**config.mk**
```make
export PLATFORM = sky130hd
export DESIGN_NAME = demux_stream
export DESIGN_NICKNAME = d
export VERILOG_FILES = /design/src/rtl/demux_pkg.sv /design/src/rtl/demux_slot.sv /design/src/rtl/demux_stream.sv
export SDC_FILE = /design/constraint.sdc
export NUM_CORES = 1
export LEC_CHECK = 0
export CORE_ASPECT_RATIO = 1.4
export CORE_MARGIN = 3
export CORE_UTILIZATION = 48
export DETAILED_ROUTE_END_ITERATION = 10
export PLACE_DENSITY = 0.81
export SYNTH_ARGS = -nofsm -noshare
export SYNTH_HDL_FRONTEND = slang
export SYNTH_SLANG_ARGS = --single-unit
```
**constraint.sdc**
```tcl
create_clock -name clk -period 1.7 [get_ports clk]
set_input_delay 0.17 -clock clk [delete_from_list [all_inputs] [get_ports clk]]
set_output_delay 0.17 -clock clk [all_outputs]
set_load 0.01 [all_outputs]
```
**src/rtl/demux_pkg.sv**
```systemverilog
// Shared defaults, routing classification and drop-counter saturation for demux_stream.
package demux_pkg;

  localparam int unsigned DEF_N_CH      = 8;
  localparam int unsigned DEF_DATA_W    = 8;
  localparam int unsigned DEF_SEL_W     = 3;
  localparam int unsigned DEF_CNT_W     = 8;
  localparam bit          DEF_ZERO_IDLE = 1'b1;

  // How an incoming word is routed this cycle.
  typedef enum logic [1:0] {
    ROUTE_UNI   = 2'd0,
    ROUTE_BCAST = 2'd1,
    ROUTE_DROP  = 2'd2
  } route_e;

  // Saturation value of a drop counter that is w bits wide (2**w - 1).
  function automatic int unsigned drop_sat(input int unsigned w);
    if (w >= 32'd32) begin
      return 32'hFFFF_FFFF;
    end else begin
      return (32'd1 << w) - 32'd1;
    end
  endfunction

endpackage

```
**src/rtl/demux_slot.sv**
```systemverilog
// One-entry output register slot: full exactly when valid is high, refillable while draining.
module demux_slot #(
  parameter int unsigned DATA_W    = 8,
  parameter bit          ZERO_IDLE = 1'b1
) (
  input  logic              clk,
  input  logic              rst,
  input  logic              load,
  input  logic [DATA_W-1:0] load_data,
  input  logic              ready,
  output logic              valid,
  output logic [DATA_W-1:0] data,
  output logic              free
);

  logic              valid_r;
  logic [DATA_W-1:0] data_r;

  // Slot can take a word when empty or when its current word leaves this cycle.
  always_comb begin
    free = ~valid_r | ready;
  end

  // Slot register: reset wins, then load (also covers drain+load), then drain, else hold.
  always_ff @(posedge clk) begin
    if (rst) begin
      valid_r <= 1'b0;
      data_r  <= {DATA_W{1'b0}};
    end else if (load && free) begin
      valid_r <= 1'b1;
      data_r  <= load_data;
    end else if (ready) begin
      valid_r <= 1'b0;
      data_r  <= ZERO_IDLE ? {DATA_W{1'b0}} : data_r;
    end else begin
      valid_r <= valid_r;
      data_r  <= data_r;
    end
  end

  assign valid = valid_r;
  assign data  = data_r;

endmodule

```
**src/rtl/demux_stream.sv**
```systemverilog
// Stream demultiplexer: routes each input word to one channel slot, to all slots
// (broadcast), or drops it when the select is out of range.
module demux_stream
  import demux_pkg::*;
#(
  parameter int unsigned N_CH      = DEF_N_CH,
  parameter int unsigned DATA_W    = DEF_DATA_W,
  parameter int unsigned SEL_W     = DEF_SEL_W,
  parameter int unsigned CNT_W     = DEF_CNT_W,
  parameter bit          ZERO_IDLE = DEF_ZERO_IDLE
) (
  input  logic                     clk,
  input  logic                     rst,
  input  logic                     in_valid,
  output logic                     in_ready,
  input  logic [DATA_W-1:0]        in_data,
  input  logic [SEL_W-1:0]         in_sel,
  input  logic                     in_bcast,
  output logic [N_CH-1:0]          out_valid,
  input  logic [N_CH-1:0]          out_ready,
  output logic [N_CH*DATA_W-1:0]   out_data,
  output logic                     err_sel,
  output logic [CNT_W-1:0]         drop_cnt
);

  localparam logic [CNT_W-1:0] CNT_MAX  = CNT_W'(drop_sat(CNT_W));
  localparam logic [SEL_W:0]   N_CH_EXT = (SEL_W+1)'(N_CH);

  logic [N_CH-1:0]  free_s;
  logic [N_CH-1:0]  sel_oh_s;
  logic [N_CH-1:0]  load_s;
  route_e           route_s;
  logic             ready_s;
  logic             drop_s;
  logic             err_r;
  logic [CNT_W-1:0] cnt_r;

  // One-hot decode of the destination select.
  always_comb begin
    sel_oh_s = {N_CH{1'b0}};
    for (int i = 0; i < N_CH; i++) begin
      if (in_sel == SEL_W'(i)) begin
        sel_oh_s[i] = 1'b1;
      end else begin
        sel_oh_s[i] = 1'b0;
      end
    end
  end

  // Classify the word: broadcast overrides select; a select past the last channel is dropped.
  always_comb begin
    route_s = ROUTE_DROP;
    if (in_bcast) begin
      route_s = ROUTE_BCAST;
    end else if ({1'b0, in_sel} < N_CH_EXT) begin
      route_s = ROUTE_UNI;
    end else begin
      route_s = ROUTE_DROP;
    end
  end

  // Backpressure and slot load enables; dropped words are always accepted.
  always_comb begin
    ready_s = 1'b0;
    load_s  = {N_CH{1'b0}};
    drop_s  = 1'b0;
    case (route_s)
      ROUTE_UNI: begin
        ready_s = |(sel_oh_s & free_s);
        if (in_valid && ready_s) begin
          load_s = sel_oh_s;
        end else begin
          load_s = {N_CH{1'b0}};
        end
      end
      ROUTE_BCAST: begin
        ready_s = &free_s;
        load_s  = {N_CH{in_valid & ready_s}};
      end
      ROUTE_DROP: begin
        ready_s = 1'b1;
        drop_s  = in_valid;
      end
      default: begin
        ready_s = 1'b0;
        load_s  = {N_CH{1'b0}};
        drop_s  = 1'b0;
      end
    endcase
  end

  // Error pulse for one cycle per dropped word, plus a saturating drop counter.
  always_ff @(posedge clk) begin
    if (rst) begin
      err_r <= 1'b0;
      cnt_r <= {CNT_W{1'b0}};
    end else begin
      err_r <= drop_s;
      if (drop_s && (cnt_r != CNT_MAX)) begin
        cnt_r <= cnt_r + CNT_W'(1);
      end else begin
        cnt_r <= cnt_r;
      end
    end
  end

  genvar g;
  generate
    for (g = 0; g < N_CH; g++) begin : g_slot
      demux_slot #(
        .DATA_W    (DATA_W),
        .ZERO_IDLE (ZERO_IDLE)
      ) u_slot (
        .clk       (clk),
        .rst       (rst),
        .load      (load_s[g]),
        .load_data (in_data),
        .ready     (out_ready[g]),
        .valid     (out_valid[g]),
        .data      (out_data[g*DATA_W +: DATA_W]),
        .free      (free_s[g])
      );
    end
  endgenerate

  assign in_ready = ready_s;
  assign err_sel  = err_r;
  assign drop_cnt = cnt_r;

endmodule

```
==> flow_summary.yaml <==
outcome:
  outcome: "complete, but fails checks"
  violations: "negative setup slack"
cells_and_area:
  stdcell_count: 680
  n_antenna_cell: 0
  drive_above_1_share_pct: 18.46
  final_common_cell: "o21ai_0"
  synthToLayoutAreaGrowth_pct: 49.19
  fillCellCount: 482
  final_cell_mix: "105 x o21ai_0, 93 x clkdlybuf4s50_1, 72 x nand2b_1"
  final_nets: 603
  stdcell_area_um2: 5400
synth:
  synth_edf_count: 0
  netlist.area_leader.share_pct: 39.82
  ys_seq_elements: 72
  ys_top_cells_by_area: "dfxtp_1 40%, o21ai_0 15%, o211ai_1 13%, nand2b_1 12%, buf_4 3.5%"
  seq_area_frac_synth_pct: 39.82
  syn_inst: 440
  ys.flop_type: "dfxtp_1"
  synthDistinctLibCells: 28
  synth_top_area_cell: "dfxtp_1"
  synth_area_um2: 3620
  ys.warnings.count: 0
  synth-async-reset-ratio_pct: 0
  syn_avg_cell_area_um2: 8.227
cts:
  cts_sinks: 72
  cts_buffer_depth: 2
  numCtsBuffers: 9
  clk_latency_ns: 0.36
  cts_tree: "built"
  clk_pin_slew_worst_paths_ns: 0.07
  cts-root-buf: "clkbuf_8"
  cts-htree-levels: 3
power:
  powerDensity_nw_per_um2: 795.3
  ir_worst_vdd_mv: 0.5907
  p_leak_uw: 0.001901
drt:
  ant_nets: 0
  totalWireLength_um: 12780
  route.vias.total: 4103
  wire_per_inst_um: 18.79
  drc_errors: 0
  drt_iter0_drc: 394
  first_pass_iters: 5
  vias_per_cell: 6.034
floorplan:
  start_util_pct: 50.54
  dieHeight_um: 108.8
  io_pins: 105
  die_area_um2: 8634
  floorplan.core_area_um2: 7162
  die_w_um: 79.39
  rows: 36
timing:
  slew_headroom_pct: 31.79
  drv_slew: 0
  finalCriticalPeriod_ns: 1.997
  setup_ws_ns: -0.2967
  tightest_slew_ns: 1.021
  finClkSkew_ns: 0.007131
  finalHoldViolations: 0
  finalCritPeriodShare_pct: 117.5
  fmax_ghz: 0.5008
  setup_viol: 54
  rsz0062_at_grt: "yes"
critical_path:
  critPathKind: "flop to output port"
  endpoint_kind: "output port"
  cp.required_ns: 1.53
  path_max_fanout: 2
  cp.arrival_ns: 1.83
  start_kind: "flop"
placement:
  place_inst: 658
  dp_hpwl_um: 8598
  portBuffers: 95
  gp_congestion: 1.036
  dpl-instance-area_um2: 4990
  pre_cts_ws_ns: -0.5050
worst_hold_path:
  hp-class: "flop to flop"
global_routing:
  use_met3_pct: 4.132
  grt_usage_pct: 28.70
  grt_remaining_overflow: 0
  grt_max_degree: 35
  gr-max-usage-layer: "met2"
  use_met1_pct: 35.28
  antenna_found_initial: 0
  grt_pass1_wl_um: 18950
  grt_pass1_vias: 3756
  use_met2_pct: 48.37
job:
  max-cap-violations: 0
## synthesized netlist by cell type, types with 3 or more instances
cell type and count:
a21oi_1 8, a31oi_1 8, buf_2 4, buf_4 17
clkbuf_1 22, dfxtp_1 72, nand2_1 18, nand2b_1 72
nand3_1 6, nand4_1 3, nor2b_1 10, nor3_1 8
o211ai_1 64, o21ai_0 106, o21ai_1 7
## stage by stage
step	util [%]	setup TNS [ns]	hold slack, ns	power, uW
5_1_grt	75.40	-5.278	0.5362	4456
3_5_place_dp	69.67	-24.06	0.5056	2875
4_1_cts	72.68	-0.2432	0.5189	4192
6_report	75.40	-1.733	0.5120	4295
3_3_place_gp	69.67	-22.85	0.4979	2854
2_1_floorplan	-	0	0.3904	2355
## area by class of cell
cell class	count	area (um^2)	area share, %
Multi-Input combinational cell	331	2079	38.51
Sequential cell	72	1443	26.71
Tap cell	95	118.9	2.201
Inverter	1	3.754	0.06951
Timing Repair Buffer	165	1568	29.03
Clock inverter	6	60.06	1.112
Clock buffer	10	127.6	2.363
## power by group
| group | switching [uW] | total [uW] | internal (uW) | leakage (uW) |
|---|---|---|---|---|
| Clock | 667 | 1340 | 670 | 0.0000920 |
| Sequential | 75.0 | 1890 | 1820 | 0.000589 |
| Combinational | 523 | 1070 | 544 | 0.00122 |
## metal layers
layer	up-vias	part of all wire [%]
li1	1871	-
met1	1907	37
met2	264	49
met3	61	9.0
met4	0	4.7
met5	-	0
## sequential cells by signal, summed over array words and instances, names as in the netlist
name                 flops
g_slot.u_slot.data      64
g_slot.u_slot.valid      8
## worst paths after layout
| check | slack, ns | endpoint | cells after the start | startpoint |
|---|---|---|---|---|
| hold / removal | 0.51 | g_slot[1].u_slot.data[1] | 2 | g_slot[1].u_slot.data[1] |
| hold reg to reg | 0.51 | g_slot[1].u_slot.data[1] | 2 | g_slot[1].u_slot.data[1] |
| setup reg to reg | -0.07 | g_slot[5].u_slot.data[6] | 9 | g_slot[3].u_slot.valid |
| setup / recovery | -0.30 | in_ready | 5 | g_slot[3].u_slot.valid |
## worst max-delay path, stage by stage (launching register included)
cell and delay [ns]:
dfxtp_2 0.32, or2b_1 0.26, mux4_2 0.47, mux2i_1 0.16
o21ai_1 0.10, buf_2 0.16
## timing repair
action | CTS | global route
setup buffers | 0 | 6
pin swaps | 1 | 31
hold buffers | 0 | 0
endpoints found under the setup margin | 65 | 65
resized for setup | 17 | 31
## logic make-up after synthesis
logic type             synth area share (%)
AO/OA/AOI/OAI                         31.66
buffers and inverters                 6.602
flip-flops                            39.82
multiplexers                          1.521
other                                0.1036
AND/OR/NAND/NOR                       20.29
Power figures use the tool's default switching activity.
